$ cat src/rtl/alu_pkg.sv
// -----------------------------------------------------------------------------
// alu_pkg
// Shared definitions for the datapath ALU and the blocks that drive it.
//   - ALU command codes (3-bit alu_cmd encoding)
//   - Field positions of the shift control byte carried on ALU inB
//   - Shift/rotate request opcodes seen by the shift sequencer
//   - Shift sequencer state encoding
//   - Helper that packs a shift control byte
// -----------------------------------------------------------------------------
package alu_pkg;

  localparam int DATA_W = 8;
  localparam int AMT_W  = 3;

  // ALU command codes
  typedef enum logic [2:0] {
    ALU_ADD_INC = 3'b000,
    ALU_SHIFT   = 3'b001,
    ALU_XOR     = 3'b010,
    ALU_BNE     = 3'b011,
    ALU_LOAD    = 3'b100,
    ALU_STORE   = 3'b101,
    ALU_LOADREG = 3'b110,
    ALU_CONCAT  = 3'b111
  } alu_cmd_e;

  // Shift control byte on inB: {5'b0, dir, mode, imm}
  //   dir  : 1 = right, 0 = left
  //   mode : 1 = rotate, 0 = logical shift
  //   imm  : 1 = shift by two positions, 0 = by one
  localparam int SHB_DIR  = 2;
  localparam int SHB_MODE = 1;
  localparam int SHB_IMM  = 0;

  // Request opcodes; bit 0 selects direction, bit 1 selects rotate.
  typedef enum logic [1:0] {
    OP_LSL = 2'b00,
    OP_LSR = 2'b01,
    OP_ROL = 2'b10,
    OP_ROR = 2'b11
  } shift_op_e;

  // Sequencer states
  typedef enum logic [1:0] {
    ST_IDLE  = 2'b00,
    ST_ISSUE = 2'b01,
    ST_DONE  = 2'b10
  } seq_state_e;

  // Build the ALU shift control byte for one native step.
  function automatic logic [DATA_W-1:0] shift_inb(input shift_op_e op,
                                                  input logic      two);
    logic [DATA_W-1:0] b;
    b           = '0;
    b[SHB_DIR]  = op[0];
    b[SHB_MODE] = op[1];
    b[SHB_IMM]  = two;
    return b;
  endfunction

endpackage

$ cat src/rtl/alu_shift_seq.sv
// -----------------------------------------------------------------------------
// alu_shift_seq
// Multi-cycle shift/rotate sequencer. Accepts a 0..7 position shift or rotate
// of one byte, walks it through the ALU's native 1- and 2-bit shift commands
// (feeding each ALU result back as the next operand) and returns the byte.
//
// Ports
//   clk, reset           : clock, synchronous active-high reset
//   req_valid/req_ready  : request handshake
//   req_op               : 00 LSL, 01 LSR, 10 ROL, 11 ROR
//   req_amt              : shift amount 0..7
//   req_data             : operand byte
//   alu_cmd/inA/inB      : drive to the combinational ALU
//   alu_rslt             : ALU result (same cycle)
//   rsp_valid/rsp_ready  : response handshake
//   rsp_data, rsp_zero   : result byte and its zero flag
// -----------------------------------------------------------------------------
module alu_shift_seq
  import alu_pkg::*;
#(
  parameter logic [2:0] CMD_SHIFT = 3'b001,
  parameter logic [2:0] CMD_IDLE  = 3'b000
) (
  input  logic              clk,
  input  logic              reset,
  input  logic              req_valid,
  output logic              req_ready,
  input  logic [1:0]        req_op,
  input  logic [AMT_W-1:0]  req_amt,
  input  logic [DATA_W-1:0] req_data,
  output logic [2:0]        alu_cmd,
  output logic [DATA_W-1:0] alu_inA,
  output logic [DATA_W-1:0] alu_inB,
  input  logic [DATA_W-1:0] alu_rslt,
  output logic              rsp_valid,
  input  logic              rsp_ready,
  output logic [DATA_W-1:0] rsp_data,
  output logic              rsp_zero
);

  seq_state_e        state;
  logic [DATA_W-1:0] acc;
  logic [AMT_W-1:0]  rem;
  shift_op_e         op;

  logic              step_two;
  logic [AMT_W-1:0]  rem_next;

  // Take the 2-bit native step whenever at least two positions remain, so
  // an odd amount finishes with a single 1-bit step.
  always_comb begin
    step_two = (rem >= AMT_W'(2));
    rem_next = step_two ? (rem - AMT_W'(2)) : (rem - AMT_W'(1));
  end

  // ALU drive: quiet (reset values) outside ISSUE so the ALU sees no spurious
  // shift commands.
  always_comb begin
    alu_cmd = CMD_IDLE;
    alu_inA = '0;
    alu_inB = '0;
    if (state == ST_ISSUE) begin
      alu_cmd = CMD_SHIFT;
      alu_inA = acc;
      alu_inB = shift_inb(op, step_two);
    end
  end

  // Reset gates readiness so nothing is accepted while reset is held.
  assign req_ready = (state == ST_IDLE) && !reset;

  // Control FSM with registered response outputs. The response byte is
  // captured on the edge that enters DONE, so alu_rslt never reaches an
  // output combinationally.
  always_ff @(posedge clk) begin
    if (reset) begin
      state     <= ST_IDLE;
      acc       <= '0;
      rem       <= '0;
      op        <= OP_LSL;
      rsp_valid <= 1'b0;
      rsp_data  <= '0;
      rsp_zero  <= 1'b1;
    end else begin
      case (state)
        ST_IDLE: begin
          if (req_valid) begin
            acc <= req_data;
            rem <= req_amt;
            op  <= shift_op_e'(req_op);
            if (req_amt == '0) begin
              state     <= ST_DONE;
              rsp_valid <= 1'b1;
              rsp_data  <= req_data;
              rsp_zero  <= (req_data == '0);
            end else begin
              state <= ST_ISSUE;
            end
          end
        end

        ST_ISSUE: begin
          acc <= alu_rslt;
          rem <= rem_next;
          if (rem_next == '0) begin
            state     <= ST_DONE;
            rsp_valid <= 1'b1;
            rsp_data  <= alu_rslt;
            rsp_zero  <= (alu_rslt == '0);
          end
        end

        ST_DONE: begin
          // Response fields hold until the consumer takes them; IDLE follows
          // so there is always a gap cycle before the next accept.
          if (rsp_ready) begin
            state     <= ST_IDLE;
            rsp_valid <= 1'b0;
          end
        end

        default: begin
          state     <= ST_IDLE;
          rsp_valid <= 1'b0;
        end
      endcase
    end
  end

endmodule

$ cat config.mk
export PLATFORM = sky130hd
export DESIGN_NAME = alu_shift_seq
export DESIGN_NICKNAME = d
export VERILOG_FILES = /design/src/rtl/alu_pkg.sv /design/src/rtl/alu_shift_seq.sv
export SDC_FILE = /design/constraint.sdc
export NUM_CORES = 1
export LEC_CHECK = 0
export BUFFER_PORTS_ARGS = -buffer_cell sky130_fd_sc_hd__buf_2
export CAP_MARGIN = 20
export CORE_MARGIN = 2
export CORE_UTILIZATION = 45
export DETAILED_ROUTE_END_ITERATION = 6
export GPL_TIMING_DRIVEN = 0
export PLACE_DENSITY = 0.77
export SYNTH_ARGS = -nofsm -noshare
export SYNTH_HDL_FRONTEND = slang
export SYNTH_SLANG_ARGS = --single-unit
$ cat constraint.sdc
create_clock -name clk -period 2.6 [get_ports clk]
set_input_delay 0.52 -clock clk [delete_from_list [all_inputs] [get_ports clk]]
set_output_delay 0.52 -clock clk [all_outputs]
set_load 0.02 [all_outputs]
# Word level (Yosys, flattened, before mapping)
# Cells that the tools add are included.
dict set report totals {
  reg_bits 25
  word_cells 55
  out_inout_bits 30
  in_bits 25
}
dict set report classes {
  eq_ne 6
  magnitude_cmp 1
  n_addsub 2
  n_reduce_logical 13
  n_mux 26
}
# operator n
set op_table {}
lappend op_table {{$mux 8} 5}
lappend op_table {{$pmux 8 s2} 2}
lappend op_table {{$logic_not 8->1} 2}
lappend op_table {{$mux 3} 3}
lappend op_table {{$mux 1} 8}
lappend op_table {{$mux 2} 4}
lappend op_table {{$reduce_and 4->1} 2}
lappend op_table {{$logic_not 3->1} 2}
lappend op_table {{$pmux 2 s3} 1}
lappend op_table {{$pmux 3 s2} 1}
lappend op_table {{$ne 2x1->1 const B} 2}
lappend op_table {{$ne 2x2->1 const B} 2}
lappend op_table {{$reduce_and 2->1} 2}
lappend op_table {{$ge 3x2->1 const B} 1}
lappend op_table {{$pmux 1 s3} 1}
lappend op_table {{$reduce_and 3->1} 1}
lappend op_table {{$sub 3x1->3 const B} 1}
lappend op_table {{$sub 3x2->3 const B} 1}
lappend op_table {{$eq 2x1->1 const B} 1}
lappend op_table {{$eq 2x2->1 const B} 1}
lappend op_table {{$logic_not 2->1} 1}
lappend op_table {{$pmux 1 s2} 1}
lappend op_table {{$reduce_bool 2->1} 1}
lappend op_table {{$logic_and 1x1->1} 1}
lappend op_table {{$logic_not 1->1} 1}

# Longest topological paths before layout
dict set report depth {
  word_depth 5
  depth_mapped 7
  depth_no_buf 6
}

# Worst setup path after synthesis
# No wires, ideal clock.
dict set report synth_path {
  kind {register to register}
  from {register rem[0]}
  to {register rsp_data[0]}
  path_buffers 0
  path_slack_ns 0.620
  stages_incl_launch_ff 7
  required_ns 2.479
  t_arrival_ns 1.859
  setup_ns 0.121
  period_less_slack_ns 1.980
  cell_sequence {dfxtp_1 inv_1 ha_1 or3b_2 a21oi_1 o32ai_4 mux2_2}
}
dict set report synth_via {
  elab_chain_len 5
  elab_cells_between_ends 7
  classes_between {2 x add/sub; 1 x order compare; 1 x eq/ne; 1 x mux; 2 x reduce/logical}
}
# item line
set synth_rtl {}
lappend synth_rtl {{start, declared} alu_shift_seq.sv:43} ;# logic [AMT_W-1:0] rem;
lappend synth_rtl {{start signal, assigned} alu_shift_seq.sv:89} ;# rem <= req_amt;
lappend synth_rtl {{start signal, assigned} alu_shift_seq.sv:104} ;# rem <= rem_next;
lappend synth_rtl {{$sub 3x1->3, or another cell as far along} alu_shift_seq.sv:53} ;# rem_next = step_two ? (rem - AMT_W'(2)) : (rem - AMT_W'(1));
lappend synth_rtl {{$mux 3 *} alu_shift_seq.sv:53}
lappend synth_rtl {{$logic_not 3->1 *} alu_shift_seq.sv:105} ;# if (rem_next == '0) begin
lappend synth_rtl {{$ne 2x1->1 (no line) *} -}
lappend synth_rtl {{$reduce_and 4->1 (no line) *} -}
lappend synth_rtl {{end signal, assigned} alu_shift_seq.sv:94} ;# rsp_data <= req_data;
lappend synth_rtl {{end signal, assigned} alu_shift_seq.sv:108} ;# rsp_data <= alu_rslt;
lappend synth_rtl {{end, declared} alu_shift_seq.sv:37} ;# output logic [DATA_W-1:0] rsp_data,
# Every way passes the cells marked *; elsewhere a longest branch is shown, timed or not.
# A chain may end at the register's enable or synchronous reset.

# Final worst setup path
dict set report layout_path {
  from {register state[0]}
  to {output port alu_inA[7]}
}
dict set report layout_via {
  elab_chain_len 2
}
# item line
set layout_rtl {}
lappend layout_rtl {{start, declared} alu_shift_seq.sv:41} ;# seq_state_e state;
lappend layout_rtl {{start signal, assigned} alu_shift_seq.sv:77} ;# state <= ST_IDLE;
lappend layout_rtl {{start signal, assigned} alu_shift_seq.sv:92} ;# state <= ST_DONE;
lappend layout_rtl {{start signal, assigned} alu_shift_seq.sv:97} ;# state <= ST_ISSUE;
lappend layout_rtl {{$eq 2x1->1} alu_shift_seq.sv:62} ;# if (state == ST_ISSUE) begin
lappend layout_rtl {{$mux 8} alu_shift_seq.sv:62}
lappend layout_rtl {{end, declared} alu_shift_seq.sv:32} ;# output logic [DATA_W-1:0] alu_inA,
# No other way between the ends.

==> results.toml <==
[detailed_routing]
drt_pass1_iterations = 4
wl_mm = 3.601
drtAntennaViolNets = 0
avgRoutedWirePerCell_um = 12.55
remaining_drc_errors = 0
vias = 1454
viasPerCell = 5.066
dr.first_iter.drc_count = 52

[grt]
grt_overflow = 0
first_global_vias = 1398
antenna_found_initial = 0
top_usage_layer = "met2"
grt_pass1_wl_mm = 5.920
grtUsageMet3_pct = 3.063
grtUsageMet2_pct = 33.47
grt_max_degree = 15
grtUsageTotal_pct = 18.23
met1_usage_pct = 20.87

[floorplan]
ios = 55
coreArea_um2 = 3311
fp.dieArea_um2 = 3909
dieWidth_um = 62.53
fp.dieH_um = 62.53
fp-row-count = 21
start_util_pct = 46.56

[worst_setup_path]
start_kind = "flop"
critPathSlowestCell = "dfxtp_1"
critical_path_class = "reg2out"
max_stage_delay_ns = 0.52
crit_fanout = 10
arrival_ns = 1.84
crit_chain = "nand2b_4 -> inv_2 -> clkbuf_1 -> and2_1 -> buf_2"
cp.required_ns = 2.08
end_kind = "primary output"

[clock_tree]
cts-resized-gates = 0
clock_tree.htree_level_count = 1
cts_tree = "done"
cts_hold_buffers = 0
cts_buffers = 3
clock_sinks = 25
clkLatencyLatePin_ns = 0.33
post_cts_buffers = 0
clock_path_buffers = 2
root_buffer = "clkbuf_4"
clk_pin_slew_worst_paths_ns = 0.14

[run_status]
status = "completed"

[synthesis]
synth_area_um2 = 1541
yosysUniqueCellTypes = 39
synthTopCellsByArea = "dfxtp_1, mux2_2, a21oi_1"
synth-simple-area-share_pct = 25.97
syn_avg_cell_area_um2 = 8.378
synth_top_family_by_area = "simple AND/OR/NAND/NOR gates"
syn_inst = 184
synth-seq-area-share_pct = 32.47
synth_xor_area_share_pct = 0
synth_adder_area_share_pct = 2.435
synth_compound_area_share_pct = 16.15
synthMuxAreaShare_pct = 14.29
yosysWarnings = 0
synth_top_area_share_pct = 32.47
ys_seq_elements = 25
yosys.area.top_type = "dfxtp_1"

[finish]
n_antenna_cell = 0
final_core_util_pct = 56.92
fillCellCount = 338
nets = 270
final_cell_mix = "buf_2, nand2_1, dfxtp_1, a21oi_1, mux2_2"
mostFrequentLayoutCell = "buf_2"
synthToLayoutAreaGrowth_pct = 22.24
drive_gt1_share_pct = 35.27
stdcell_count = 287

[timing]
max_freq_mhz = 423.3
fin_skew_ns = 0.003792
setup_viol_count_final = 0
finalCritPeriodShare_pct = 90.86
fin_setup_tns_ns = 0
relSlewSlack_pct = 61.47
min_period_ns = 2.362
hold_violations = 0
grt_setup_unrepaired = "no"
tightest_slew_ns = 0.5779
timing.final.max_slew_violations = 0

[job]
cap_violations = 0

[place]
port_buffers = 47
dpl.cell_count = 283
gp_congestion = 0.7868
dp.final_hpwl_mm = 2.758

[pwr]
p_leak_nw = 0.8956
vdd_drop_max_v = 0.0003934
powerDensity_nw_per_um2 = 567.0
power_mw = 1.068

[hold_path]
worstHoldPathType = "in2reg"
synthesized netlist by cell type:
cell / instances
mux2_2: 16
buf_4: 7
buf_2: 2
a32oi_1: 1
nor3_1: 1
nand2b_4: 1
a31o_2: 1
a21oi_1: 22
o31ai_1: 1
clkbuf_1: 8
a211oi_1: 3
o32a_1: 1
and3_1: 2
o21ai_0: 2
o21a_1: 1
conb_1: 1
nor2b_1: 8
a311oi_1: 1
ha_1: 3
or3b_2: 1
nand3_1: 3
o2111a_1: 1
mux2i_1: 4
nor3b_4: 1
nor4_1: 4
buf_6: 1
and2_1: 11
inv_2: 1
nand2_1: 27
o211ai_1: 1
and4_4: 1
dfxtp_1: 25
nor2_1: 8
nor4b_2: 1
or3_1: 1
a221oi_1: 1
inv_1: 6
o32ai_4: 1
nand2b_1: 3
layout make-up:
| type | count | area, µm² | share of cell area, % |
|---|---|---|---|
| multi-input combinational | 140 | 933.4 | 49.54 |
| clock buffer | 3 | 22.52 | 1.195 |
| timing repair buffer | 47 | 235.2 | 12.48 |
| clock inverter | 1 | 5.005 | 0.2656 |
| inverter | 7 | 26.28 | 1.394 |
| buffer | 18 | 103.9 | 5.511 |
| sequential | 25 | 500.5 | 26.56 |
| tap | 46 | 57.56 | 3.054 |
critical path, delay by kind of cell (launching register included):
family	cells	cell delay, ns
DFF	1	0.52
and+or+nand+nor	2	0.31
buffers and inverters	3	0.68
path summary, 6_finish.rpt:
path	to	slack [ns]	cells past startpoint	start
hold / removal	op[0]	0.41	3	req_op[0]
setup reg to reg	rsp_data[5]	0.40	6	rem[0]
hold reg to reg	op[0]	0.51	2	op[0]
setup / recovery	alu_inA[7]	0.24	5	state[0]
kinds of logic after synthesis:
group | count (synthesis)
and+or+nand+nor | 73
AOI/OAI and AO/OA | 37
buffers and inverters | 25
DFF | 25
muxes | 20
adders and majority gates | 3
other | 1
per-stage QoR:
stage | hold slack [ns] | instance area [µm²] | worst slack [ns]
finish | 0.4119 | 1884 | 0.2375
global route | 0.4432 | 1884 | 0.1149
CTS | 0.4279 | 1884 | 0.2454
detailed placement | 0.4767 | 1857 | 0.4163
global placement | 0.4686 | 1857 | 0.4365
floorplan | 0.4515 | 1564 | 0.6198
report_power, final:
group | total, mW | switching [mW] | internal (mW)
logic | 0.431 | 0.247 | 0.184
clock network | 0.183 | 0.125 | 0.0579
registers | 0.455 | 0.0278 | 0.427
metal layers:
layer,up-vias,wire [µm],share of wire (%)
li1,735,-,-
met1,658,1627,45
met2,54,1727,48
met3,7,196,5.4
met4,0,49,1.4
met5,-,0,0
registers in the layout, indices dropped and copies added, names as in the netlist:
| register | count |
|---|---|
| acc | 8 |
| op | 2 |
| rem | 3 |
| rsp_data | 8 |
| rsp_valid | 1 |
| rsp_zero | 1 |
| state | 2 |
Note: power is estimated with default switching activity, not from simulation.
